### config.mk
export PLATFORM = sky130hd
export DESIGN_NAME = vga_timing_gen
export DESIGN_NICKNAME = d
export VERILOG_FILES = /design/src/rtl/vga_timing_gen.sv
export SDC_FILE = /design/constraint.sdc
export NUM_CORES = 1
export LEC_CHECK = 0
export BUFFER_PORTS_ARGS = -buffer_cell sky130_fd_sc_hd__buf_2
export CAP_MARGIN = 20
export CELL_PAD_IN_SITES_DETAIL_PLACEMENT = 1
export CELL_PAD_IN_SITES_GLOBAL_PLACEMENT = 1
export CORE_ASPECT_RATIO = 2
export CORE_MARGIN = 1.5
export CORE_UTILIZATION = 36
export DETAILED_ROUTE_END_ITERATION = 16
export PLACE_DENSITY_LB_ADDON = 0.1
export SLEW_MARGIN = 10
export SYNTH_ARGS = -nofsm -noshare
export SYNTH_HDL_FRONTEND = slang
export SYNTH_SLANG_ARGS = --single-unit
export TNS_END_PERCENT = 1
### constraint.sdc
create_clock -name i_Clk -period 2.14 [get_ports i_Clk]
set_input_delay 0.428 -clock i_Clk [delete_from_list [all_inputs] [get_ports i_Clk]]
set_output_delay 0.428 -clock i_Clk [all_outputs]
set_load 0.02 [all_outputs]
### src/rtl/vga_timing_gen.sv
// vga_timing_gen: parametrised VGA timing generator.
// Owns the column/row counters and produces registered, polarity-configurable
// Hsync/Vsync, an active-video flag and line/frame-start strobes. Every
// level output is decoded from the next counter values, so it always
// describes the o_Col/o_Row shown in the same cycle.
module vga_timing_gen #(
    parameter int ACTIVE_COLS   = 640,
    parameter int H_FRONT_PORCH = 16,
    parameter int H_SYNC_WIDTH  = 96,
    parameter int H_BACK_PORCH  = 48,
    parameter int ACTIVE_ROWS   = 480,
    parameter int V_FRONT_PORCH = 10,
    parameter int V_SYNC_WIDTH  = 2,
    parameter int V_BACK_PORCH  = 33,
    parameter bit H_SYNC_POL    = 1'b0,
    parameter bit V_SYNC_POL    = 1'b0,
    parameter int CNT_W         = 10
) (
    input  logic             i_Clk,
    input  logic             i_Rst_n,
    input  logic             i_Enable,
    input  logic             i_Pix_En,
    output logic [CNT_W-1:0] o_Col,
    output logic [CNT_W-1:0] o_Row,
    output logic             o_Hsync,
    output logic             o_Vsync,
    output logic             o_Active,
    output logic             o_Line_Start,
    output logic             o_Frame_Start
);

    localparam int TOTAL_COLS = ACTIVE_COLS + H_FRONT_PORCH + H_SYNC_WIDTH + H_BACK_PORCH;
    localparam int TOTAL_ROWS = ACTIVE_ROWS + V_FRONT_PORCH + V_SYNC_WIDTH + V_BACK_PORCH;

    localparam logic [CNT_W-1:0] COL_LAST = CNT_W'(TOTAL_COLS - 1);
    localparam logic [CNT_W-1:0] ROW_LAST = CNT_W'(TOTAL_ROWS - 1);
    localparam logic [CNT_W-1:0] COL_ACT  = CNT_W'(ACTIVE_COLS);
    localparam logic [CNT_W-1:0] ROW_ACT  = CNT_W'(ACTIVE_ROWS);
    localparam logic [CNT_W-1:0] HS_FIRST = CNT_W'(ACTIVE_COLS + H_FRONT_PORCH);
    localparam logic [CNT_W-1:0] HS_LAST  = CNT_W'(ACTIVE_COLS + H_FRONT_PORCH + H_SYNC_WIDTH - 1);
    localparam logic [CNT_W-1:0] VS_FIRST = CNT_W'(ACTIVE_ROWS + V_FRONT_PORCH);
    localparam logic [CNT_W-1:0] VS_LAST  = CNT_W'(ACTIVE_ROWS + V_FRONT_PORCH + V_SYNC_WIDTH - 1);

    localparam logic HS_IDLE = ~H_SYNC_POL;
    localparam logic VS_IDLE = ~V_SYNC_POL;

    // Illegal timing parameters are rejected while the design is elaborated.
    if (H_FRONT_PORCH < 1 || H_SYNC_WIDTH < 1 || H_BACK_PORCH < 1 ||
        V_FRONT_PORCH < 1 || V_SYNC_WIDTH < 1 || V_BACK_PORCH < 1) begin : g_bad_porch
        $error("vga_timing_gen: every porch and sync width must be >= 1");
    end
    if (TOTAL_COLS > (1 << CNT_W) || TOTAL_ROWS > (1 << CNT_W)) begin : g_bad_width
        $error("vga_timing_gen: CNT_W too small for TOTAL_COLS/TOTAL_ROWS");
    end

    logic [CNT_W-1:0] col_nxt;
    logic [CNT_W-1:0] row_nxt;
    logic             col_wrap;
    logic             row_wrap;
    logic             hsync_nxt;
    logic             vsync_nxt;
    logic             active_nxt;

    // Next counter position: advance on a pixel strobe, wrapping column then row.
    always_comb begin
        // NOTE: every always_comb output gets a default first so no path can infer a latch.
        col_nxt  = o_Col;
        row_nxt  = o_Row;
        col_wrap = 1'b0;
        row_wrap = 1'b0;
        if (i_Pix_En) begin
            if (o_Col == COL_LAST) begin
                col_nxt  = '0;
                col_wrap = 1'b1;
                if (o_Row == ROW_LAST) begin
                    row_nxt  = '0;
                    row_wrap = 1'b1;
                end else begin
                    row_nxt = o_Row + CNT_W'(1);
                end
            end else begin
                col_nxt = o_Col + CNT_W'(1);
            end
        end
    end

    // Sync and active-video decode of the position that will be shown next cycle.
    always_comb begin
        hsync_nxt  = ((col_nxt >= HS_FIRST) && (col_nxt <= HS_LAST)) ? H_SYNC_POL : HS_IDLE;
        vsync_nxt  = ((row_nxt >= VS_FIRST) && (row_nxt <= VS_LAST)) ? V_SYNC_POL : VS_IDLE;
        active_nxt = (col_nxt < COL_ACT) && (row_nxt < ROW_ACT);
    end

    // Output registers; disable behaves exactly like reset but takes effect on the clock.
    always_ff @(posedge i_Clk or negedge i_Rst_n) begin
        // NOTE: sequential state uses non-blocking assignments so all registers update together.
        if (!i_Rst_n) begin
            o_Col         <= '0;
            o_Row         <= '0;
            o_Hsync       <= HS_IDLE;
            o_Vsync       <= VS_IDLE;
            o_Active      <= 1'b0;
            o_Line_Start  <= 1'b0;
            o_Frame_Start <= 1'b0;
        end else if (!i_Enable) begin
            o_Col         <= '0;
            o_Row         <= '0;
            o_Hsync       <= HS_IDLE;
            o_Vsync       <= VS_IDLE;
            o_Active      <= 1'b0;
            o_Line_Start  <= 1'b0;
            o_Frame_Start <= 1'b0;
        end else begin
            o_Col         <= col_nxt;
            o_Row         <= row_nxt;
            o_Hsync       <= hsync_nxt;
            o_Vsync       <= vsync_nxt;
            o_Active      <= active_nxt;
            o_Line_Start  <= col_wrap;
            o_Frame_Start <= col_wrap && row_wrap;
        end
    end

endmodule

# [After elaboration in Yosys (flattened, before gate mapping)]
# Index checks and enable logic that the tools add are counted.
[totals] reg_bits=25 in_bits=4 elab_cells=40 output_inout_bits=25
[classes] n_eq_ne=2 mux=19 add_sub_neg=2 order_cmp=6 reduce_logical=4
[ops] cell="10-bit two-way mux" n=7
[ops] cell="10-bit by 1-bit adder with 10-bit output, second input constant" n=2
[ops] cell="10-bit == test, second input constant" n=2
[ops] cell="1-bit two-way mux" n=12
[ops] cell="10-bit >= comparator, second input constant" n=1
[ops] cell="10-bit by 9-bit >= comparator with 1-bit output, second input constant" n=1
[ops] cell="10-bit <= comparator, second input constant" n=1
[ops] cell="10-bit by 9-bit <= comparator with 1-bit output, second input constant" n=1
[ops] cell="10-bit less-than comparator, second input constant" n=1
[ops] cell="10-bit by 9-bit less-than comparator with 1-bit output, second input constant" n=1
[ops] cell="1-bit logical AND" n=4

# [Longest topological paths before layout]
# Gate-level depths: netlist of the first run.
[logic_depth] depth_word=8 depth_mapped=8 mapped_depth_nobuf=8

# [Worst setup path before layout of the first run]
# OpenSTA, ideal clock, no wires.
[synth_timing] path_type="register to register" start="reg o_Col[0]" end="reg o_Vsync" setup_ns=0.088 stages_incl_launch_ff=8 period_less_slack_ns=2.188 required_ns=2.052 n_path_buf=0 arrival_time_ns=2.099 slack_ns=-0.048 cell_sequence="dfrtp_1 > ha_1 > and4_1 > and3b_2 > nand2_2 > or3_1 > a311oi_1 > or3b_1"
[synth_between] elab_chain_cells=7 elab_cells_between_ends=8 cone_classes="2 x order compare; 1 x eq/ne; 4 x mux; 1 x reduce/logical"
[synth_lines] element="start: declaration" line_no="23" source="output logic [CNT_W-1:0] o_Col,"
[synth_lines] element="start signal: assignment" line_no="114" source="o_Col <= col_nxt;"
[synth_lines] element="10-bit == test *" line_no="72" source="if (o_Col == COL_LAST) begin"
[synth_lines] element="10-bit two-way mux *" line_no="72"
[synth_lines] element="10-bit two-way mux *" line_no="71" source="if (i_Pix_En) begin"
[synth_lines] element="10-bit by 9-bit >= comparator with 1-bit output or 10-bit by 9-bit <= comparator with 1-bit output (tied branches)" line_no="90" source="vsync_nxt = ((row_nxt >= VS_FIRST) && (row_nxt <= VS_LAST)) ? V_SYNC_POL : VS_IDLE;"
[synth_lines] element="1-bit logical AND *" line_no="90"
[synth_lines] element="1-bit two-way mux *" line_no="90"
[synth_lines] element="1-bit two-way mux *" line_no="105" source="end else if (!i_Enable) begin"
[synth_lines] element="end signal: assignment" line_no="117" source="o_Vsync <= vsync_nxt;"
[synth_lines] element="end: declaration" line_no="26" source="output logic o_Vsync,"
# Every way passes the cells marked *; elsewhere a longest branch is shown, timed or not.

# [Worst setup path after layout of the first run]
# Ends and elaborated chain as after synthesis.

==> results.py, run 1 <==
metrics = {
    "global_routing": {
        "grt-busiest-layer": "met2",
        "grt_max_degree": 26,
        "grt_pass1_vias": 1483,
        "grt_pass1_wl_mm": 7.17,
        "overflow": 0,
        "met2_usage": 0.455,
        "grt_usage": 0.235,
        "gr-usage-met3": 0.0258,
        "use_met1": 0.221,
        "antenna_found_initial": 0,
    },
    "floorplanning": {
        "io_pins": 29,
        "fp.dieH_um": 91.4,
        "coreArea_sq_um": 3800,
        "start_util": 0.370,
        "dieArea_sq_um": 4320,
        "rows": 32,
        "die_x_um": 47.2,
    },
    "timing": {
        "period_needed_ps": 2160,
        "worst_pin_slew_ps": 590,
        "max_slew_margin": 0.607,
        "maxClockFrequency_mhz": 464,
        "final_hold_viol_count": 0,
        "setup_ws_ps": -17.2,
        "fin_worst_skew_ps": 2.94,
        "setup_viol": 1,
        "rsz0062_at_grt": "yes",
        "slew_viol_final": 0,
        "timing.final.crit_share": 1.01,
        "hold-worst-slack_ps": 139,
    },
    "drt": {
        "wl_mm": 4.45,
        "drtAntennaViolNets": 0,
        "routed_via_density": 5.34,
        "wire_per_inst_um": 17.3,
        "drc": 0,
        "num_vias": 1372,
        "dr.pass1.iters": 4,
        "drtIter0Drc": 12,
    },
    "synth": {
        "synth_area_leader_cell": "dfrtp_1",
        "synthFlopType": "dfrtp_1",
        "synth_edf_count": 0,
        "yosysTopAreaCellShare": 0.409,
        "synth_cell_types": 46,
        "ys_seq_elements": 25,
        "yosys_warnings": 0,
        "synth_area_sq_um": 1410,
        "syn-num-nets": 148,
        "synth_seq_area_share": 0.446,
        "syn_avg_cell_area_sq_um": 9.98,
        "syn-instance-count": 141,
        "synth_area_leaders": "dfrtp_1 41%, xor2_1 4.4%, dfstp_2 3.7%, nor2_1 3.7%, xnor2_1 3.7%",
        "async_reset_ff_frac": 1.00,
    },
    "clock_tree": {
        "hold_buffers": 0,
        "clk_pin_slew_worst_paths_ps": 90,
        "cts_inserted_buffers": 3,
        "clkSinkCount": 25,
        "clock_latency_ps": 280,
        "cts_root_buf": "clkbuf_8",
        "ctsHtreeMaxLevel": 1,
        "cts_tree": "built",
        "clockBufferDepth": 2,
    },
    "setup_path": {
        "crit_path_end_kind": "register",
        "crit_slowest_cell": "dfrtp_2",
        "reg2reg_from": "o_Col[0]",
        "r2r_end": "o_Vsync",
        "startpoint": "o_Col[0]",
        "cpLargestDelayFamily": "simple AND/OR/NAND/NOR gates",
        "path_max_fanout": 3,
        "path_buf_inv": 1,
        "ff2ff_path_depth": 8,
        "worstPathCellList": "ha_4, and4_4, and3b_2, buf_6, nand4_1, xor2_2, a311oi_2, or3b_1",
        "critPathArrivalTime_ps": 2360,
        "cp.required_ps": 2340,
        "r2r_setup_slack_ps": -20,
        "cp-start-kind": "register",
        "slowest_delay_ps": 400,
        "worst-setup-path-type": "register to register",
    },
    "placed_design": {
        "dp_hpwl_mm": 3.48,
        "dpl.cell_count": 245,
        "routabilityCongestion": 0.819,
        "portBuffers": 28,
    },
    "layout": {
        "drive_above_1_share": 0.442,
        "final_nets": 214,
        "final_cell_count_no_fill": 257,
        "areaGrowthSynthToFinish_pct": 39.2,
        "diodes": 0,
    },
    "power_and_ir_drop": {
        "p_seq_frac": 0.575,
        "power.share.clock": 0.347,
        "ir_drop_v": 0.000296,
        "power_frac_comb": 0.079,
        "power_density_nw_per_um2": 428,
        "switching_power_uw": 198,
        "power_leakage_nw": 0.916,
        "p_int_uw": 641,
        "p_sw_frac": 0.236,
    },
    "outcome": {
        "status": "finished, violations left",
        "violations": "negative setup slack",
    },
    "flow_run": {
        "max_cap_violations": 0,
    },
    "min_path": {
        "hold_path_class": "input port to async pin",
    },
}
==> how the worst max path moves through the flow <==
stage / cells past startpoint / endpoint / slack, ps
2_1_floorplan: 6 / o_Vsync / 4
3_3_place_gp: 7 / o_Vsync / -110
3_5_place_dp: 7 / o_Vsync / -190
4_1_cts: 7 / o_Vsync / -30
5_1_grt: 7 / o_Vsync / -130
6_report: 8 / o_Vsync / -20
==> cell usage after synthesis (2+ instances only) <==
cell type / instances
a21oi_1: 2
and2_1: 5
and3_1: 3
buf_2: 2
dfrtp_1: 23
dfstp_2: 2
ha_1: 3
inv_1: 3
nand2_1: 10
nand3_1: 6
nand4_1: 8
nor2_1: 14
nor2b_1: 7
nor3_1: 5
o21ai_0: 4
or4_1: 3
xnor2_1: 6
xor2_1: 7
==> flip-flops by register name, summed over array words and instances, names as in the netlist <==
name,flops
o_Col,10
o_Frame_Start,1
o_Active,1
o_Hsync,1
o_Vsync,1
o_Row,10
o_Line_Start,1
==> stage by stage <==
stage | power [mW] | setup WS, ps | utilization | cell area [sq um] | setup TNS, ps
global route | 0.872 | -134 | 0.515 | 1960 | -261
finish | 0.839 | -17.2 | 0.515 | 1960 | -17.2
floorplan | 0.514 | 4.36 | - | 1410 | 0
global placement | 0.548 | -110 | 0.477 | 1810 | -175
CTS | 0.844 | -25.7 | 0.504 | 1920 | -25.7
detailed placement | 0.550 | -188 | 0.477 | 1810 | -307
==> layout by cell type (no fill, tap or decap), types with 6 or more instances in the layout <==
cell | synthesis | final
buf_2 | 2 | 28
buf_4 | 1 | 36
dfrtp_1 | 23 | 17
dfrtp_2 | 0 | 6
nand2_1 | 10 | 10
nand3_1 | 6 | 6
nand4_1 | 8 | 8
nor2_1 | 14 | 13
nor2b_1 | 7 | 7
xnor2_1 | 6 | 6
xor2_1 | 7 | 6
==> routing by layer <==
layer	vias to the layer above	share of wire
li1	632	-
met1	693	0.33
met2	35	0.62
met3	12	0.022
met4	0	0.034
met5	-	0
==> power groups by stage <==
stage	logic, mW	registers [mW]	clock network, mW
2_1_floorplan	0.0166	0.498	0
3_3_place_gp	0.0581	0.490	0
3_5_place_dp	0.0596	0.491	0
4_1_cts	0.0617	0.483	0.299
5_1_grt	0.0736	0.483	0.315
6_report	0.0660	0.482	0.291
==> repair_timing <==
| item | 4_1_cts | 5_1_grt |
|---|---|---|
| gates resized for setup | 6 | 6 |
| setup buffers | 4 | 4 |
| endpoints found under the setup margin | 3 | 4 |
| pin swaps | 4 | 6 |
==> area by class of cell <==
class | instances | area [sq um]
Clock buffer | 4 | 45.0
Fill cell | 462 | 1840
Inverter | 3 | 11.3
Multi-Input combinational cell | 109 | 782
Sequential cell | 25 | 636
Tap cell | 51 | 63.8
Timing Repair Buffer | 65 | 422
==> logic make-up (layout without fill, tap and decap cells) <==
logic type / after synthesis / after routing / synth area share
xor+xnor: 13 / 13 / 0.0809
mux: 1 / 1 / 0.00711
simple gates: 75 / 75 / 0.332
flops: 25 / 25 / 0.446
compound gates: 17 / 17 / 0.0836
buf+inv: 7 / 72 / 0.0231
fa+ha+maj: 3 / 3 / 0.0267
Note: power is estimated with default switching activity, not from simulation.
==> run 2, diff against run 1 <==
Settings changed: CORE_UTILIZATION 36 to 37.
==> results.py, run 2 (same netlist as run 1, synthesis figures left out) <==
metrics = {
    "layout": {
        "areaGrowthSynthToFinish_pct": 38.4,
        "drive_above_1_share": 0.438,
        "finish.utilization": 0.534,
        "n_fill_cell": 472,
        "final_common_cell": "buf_4",
        "reg_top3": "o_Col (10), o_Row (10)",
        "final_cell_count_no_fill": 257,
        "diodes": 0,
        "final_nets": 216,
        "final_area_sq_um": 1950,
        "final_cell_mix": "39 x buf_4, 28 x buf_2, 17 x dfrtp_1",
    },
    "global_routing": {
        "antenna_found_initial": 0,
        "overflow": 0,
        "grt_usage": 0.235,
        "grt_pass1_wl_mm": 7.14,
        "grt_pass1_vias": 1524,
        "grt_max_degree": 26,
    },
    "floorplanning": {
        "start_util": 0.386,
        "rows": 31,
        "fp.dieH_um": 90.2,
        "coreArea_sq_um": 3650,
        "io_pins": 29,
        "die_x_um": 46.6,
        "dieArea_sq_um": 4210,
    },
    "timing": {
        "max_slew_margin": 0.605,
        "setup_viol": 1,
        "slew_viol_final": 0,
        "final_hold_viol_count": 0,
        "hold-worst-slack_ps": 148,
        "rsz0062_at_grt": "yes",
        "timing.final.crit_share": 1.02,
        "worst_pin_slew_ps": 592,
        "period_needed_ps": 2190,
        "fin_worst_skew_ps": 4.23,
        "setup_ws_ps": -46.9,
        "tns_ps": -46.9,
        "maxClockFrequency_mhz": 457,
    },
    "placed_design": {
        "dp_hpwl_mm": 3.47,
        "dpl.cell_count": 244,
        "place_ws_ps": -111,
        "postPlaceCellArea_sq_um": 1820,
        "portBuffers": 28,
        "routabilityCongestion": 0.851,
    },
    "setup_path": {
        "path_buf_inv": 1,
        "cpLargestDelayFamily": "simple AND/OR/NAND/NOR gates",
        "critPathArrivalTime_ps": 2380,
        "crit_path_end_kind": "register",
        "cp-start-kind": "register",
        "crit_slowest_cell": "dfrtp_2",
        "cp.required_ps": 2330,
        "worstPathCellList": "nor4b_4, and3b_2, buf_4, nand4_1, xor2_1, a311oi_2, or3b_1",
        "r2r_setup_slack_ps": -50,
        "worst-setup-path-type": "register to register",
        "path_max_fanout": 5,
        "slowest_delay_ps": 460,
    },
    "power_and_ir_drop": {
        "ir_drop_v": 0.000309,
        "power_leakage_nw": 0.925,
        "p_sw_frac": 0.230,
        "switching_power_uw": 190,
        "p_seq_frac": 0.580,
        "power.share.clock": 0.344,
        "power_frac_comb": 0.075,
        "design_power_total_uw": 827,
        "p_int_uw": 637,
        "power_density_nw_per_um2": 425,
    },
    "drt": {
        "drtIter0Drc": 5,
        "drtAntennaViolNets": 0,
        "wl_mm": 4.39,
        "num_vias": 1339,
        "routed_via_density": 5.21,
        "drc": 0,
        "wire_per_inst_um": 17.1,
        "dr.pass1.iters": 3,
    },
    "clock_tree": {
        "clockBufferDepth": 2,
        "clkSinkCount": 25,
        "cts_tree": "built",
        "hold_buffers": 0,
        "clk_pin_slew_worst_paths_ps": 90,
        "ctsHtreeMaxLevel": 1,
        "clock_latency_ps": 270,
        "cts_root_buf": "clkbuf_8",
        "cts_inserted_buffers": 3,
    },
    "outcome": {
        "status": "finished, violations left",
        "violations": "negative setup slack",
    },
    "flow_run": {
        "max_cap_violations": 0,
    },
    "min_path": {
        "hold_path_class": "input port to async pin",
    },
}
## run 2: cell types whose count changed in the layout (fill, tap and decap cells not counted), sizes merged
cell,before,now
buf,65,67
## run 2: worst paths after layout
path | startpoint | end | cells after the start
setup / recovery | o_Col[5] | o_Vsync | 7
hold / removal | i_Rst_n | o_Row[3] | 1
setup reg to reg | o_Col[5] | o_Vsync | 7
hold reg to reg | o_Col[1] | o_Col[1] | 3
max in group asynchronous | i_Rst_n | o_Row[0] | 1
min in group i_Clk | i_Enable | o_Row[0] | 2
## run 2: power groups by stage
stage               clock [mW]  combinational (mW)  sequential, mW
finish                   0.285              0.0624           0.480
global route             0.308              0.0694           0.481
CTS                      0.298              0.0638           0.480
detailed placement           0              0.0603           0.490
global placement             0              0.0572           0.489
floorplan                    0              0.0166           0.498
## run 2: metal layers
layer | global-route usage | vias up | part of all wire
met5 | 0 | - | 0
met4 | 0.0972 | 0 | 0.034
met3 | 0.0241 | 11 | 0.020
met2 | 0.473 | 28 | 0.63
met1 | 0.202 | 665 | 0.32
li1 | - | 635 | -
## run 2: worst reg2reg max path: stages, from the launching register on
cell and delay, ps:
dfrtp_2 460, nor4b_4 280, and3b_2 250, buf_4 150
nand4_1 130, xor2_1 200, a311oi_2 270, or3b_1 380
## run 2: repair_timing
action,CTS,global route
endpoints found under the setup margin,2,4
gates resized for setup,3,3
gates cloned,0,0
buffers inserted,5,4
pin swaps,8,7
## run 2: final cells by class
type / instances / area (sq um) / area share
clock buffers: 4 / 45.0 / 0.0231
inverters: 3 / 11.3 / 0.00578
multi-input cells: 109 / 762 / 0.391
flip-flops and latches: 25 / 636 / 0.326
well taps: 49 / 61.3 / 0.0315
repair buffers: 67 / 433 / 0.222
==> run 3, diff against run 2 <==
==> constraint.sdc (replaced) <==
create_clock -name i_Clk -period 2.14 [get_ports i_Clk]
set_input_delay 0 -clock i_Clk [delete_from_list [all_inputs] [get_ports i_Clk]]
set_output_delay 0 -clock i_Clk [all_outputs]
set_load 0.02 [all_outputs]
==> results.py, run 3 (same netlist as run 1, synthesis figures left out) <==
metrics = {
    "layout": {
        "diodes": 0,
        "final_nets": 212,
        "finish.utilization": 0.527,
        "n_fill_cell": 469,
        "final_cell_mix": "34 x buf_4, 28 x buf_2, 18 x dfrtp_1",
        "final_common_cell": "buf_4",
        "areaGrowthSynthToFinish_pct": 36.4,
        "seqCellArea_sq_um": 634,
        "drive_above_1_share": 0.417,
        "reg_top3": "o_Col (10), o_Row (10)",
        "multi_input_area_sq_um": 762,
    },
    "setup_path": {
        "reg2reg_from": "o_Row[8]",
        "cp-start-kind": "register",
        "ff2ff_path_depth": 6,
        "r2r_setup_slack_ps": -7,
        "crit_path_end_kind": "register",
        "critPathArrivalTime_ps": 2330,
        "startpoint": "o_Row[8]",
        "worstPathCellList": "or4_4, nor4_4, o21ai_2, a21oi_2, nand4_1, or3b_1",
        "r2r_end": "o_Vsync",
        "crit_slowest_cell": "or4_4",
        "slowest_delay_ps": 560,
        "worst-setup-path-type": "register to register",
        "path_max_fanout": 4,
        "cp.required_ps": 2330,
    },
    "clock_tree": {
        "cts_inserted_buffers": 3,
        "clockBufferDepth": 2,
        "cts_root_buf": "clkbuf_8",
        "clk_pin_slew_worst_paths_ps": 90,
        "clkSinkCount": 25,
        "ctsHtreeMaxLevel": 1,
        "cts_tree": "built",
        "clock_latency_ps": 260,
    },
    "drt": {
        "dr.pass1.iters": 4,
        "num_vias": 1324,
        "wl_mm": 4.34,
        "routed_via_density": 5.23,
        "wire_per_inst_um": 17.1,
        "wl_met3_um": 115,
        "drtIter0Drc": 12,
        "routed.top_layer": "met4",
        "met2WireLength_mm": 2.64,
        "drc": 0,
        "drt-met1-wl_mm": 1.37,
        "drtAntennaViolNets": 0,
    },
    "floorplanning": {
        "dieArea_sq_um": 4210,
        "fp.dieH_um": 90.2,
        "io_pins": 29,
        "die_x_um": 46.6,
        "rows": 31,
        "start_util": 0.386,
        "coreArea_sq_um": 3650,
    },
    "timing": {
        "setup_ws_ps": -6.91,
        "rsz0062_at_grt": "yes",
        "slew_viol_final": 0,
        "timing.final.crit_share": 1.00,
        "final_hold_viol_count": 0,
        "fin_worst_skew_ps": 2.97,
        "maxClockFrequency_mhz": 466,
        "period_needed_ps": 2150,
        "worst_pin_slew_ps": 573,
        "max_slew_margin": 0.618,
        "setup_viol": 1,
    },
    "global_routing": {
        "grt_pass1_wl_mm": 6.89,
        "grt_usage": 0.229,
        "grt_pass1_vias": 1460,
        "grt_max_degree": 26,
        "antenna_found_initial": 0,
        "overflow": 0,
    },
    "min_path": {
        "hold_path_class": "input port to register",
        "min_delay_worst_endpoint": "o_Col[0]",
        "hold_start": "i_Pix_En",
        "hold_path_depth": 3,
    },
    "placed_design": {
        "portBuffers": 28,
        "routabilityCongestion": 0.860,
        "dp_hpwl_mm": 3.51,
        "place_ws_ps": -102,
    },
    "outcome": {
        "violations": "negative setup slack",
        "status": "finished, violations left",
    },
    "power_and_ir_drop": {
        "ir_drop_v": 0.000464,
        "power_leakage_nw": 0.909,
        "power_density_nw_per_um2": 424,
    },
    "flow_run": {
        "max_cap_violations": 0,
    },
}
==> run 3: cell type report <==
cell class,instances,area share
Clock inverter,1,0.00261
Sequential cell,25,0.330
Inverter,3,0.00586
Timing Repair Buffer,63,0.211
Tap cell,49,0.0319
Multi-Input combinational cell,109,0.397
Clock buffer,3,0.0215
==> run 3: worst max path at each step <==
| stage | endpoint | slack, ps | depth (start not counted) |
|---|---|---|---|
| 2_1_floorplan | o_Vsync | 4 | 6 |
| 3_3_place_gp | o_Vsync | -50 | 6 |
| 3_5_place_dp | o_Vsync | -100 | 6 |
| 4_1_cts | o_Vsync | 4 | 7 |
| 5_1_grt | o_Vsync | -110 | 6 |
| 6_report | o_Vsync | -7 | 6 |
==> run 3: power by group <==
part           internal, mW  switching [mW]
registers             0.478         0.00281
clock network         0.130           0.146
logic                0.0231          0.0354
total                 0.631           0.184
==> run 3: metal layers <==
layer  up-vias  track usage
met4         0        0.109
met5         -            0
li1        628            -
met1       643        0.208
met2        36        0.444
met3        17       0.0241
==> run 3: worst max-delay path: cells and delay by family (launching register included) <==
family | cells | cell delay (ps)
and+or+nand+nor | 4 | 1420
DFF | 1 | 390
AOI/OAI and AO/OA | 2 | 240
==> run 3: repair_timing <==
action	4_1_cts	5_1_grt
setup endpoints to repair	2	3
buffers inserted	3	2
pin swaps	2	5
endpoints found under the hold margin	23	0
gates resized for setup	1	2
hold buffers	1	0
==> run 3: per-stage QoR <==
step	power (mW)	cells	setup TNS (ps)	hold slack [ps]	area, sq um
2_1_floorplan	0.514	141	0	-296	1410
3_3_place_gp	0.544	243	-51.5	28.0	1810
3_5_place_dp	0.547	243	-136	28.5	1810
4_1_cts	0.828	251	0	83.8	1900
5_1_grt	0.848	253	-196	108	1920
6_report	0.815	253	-6.91	95.0	1920
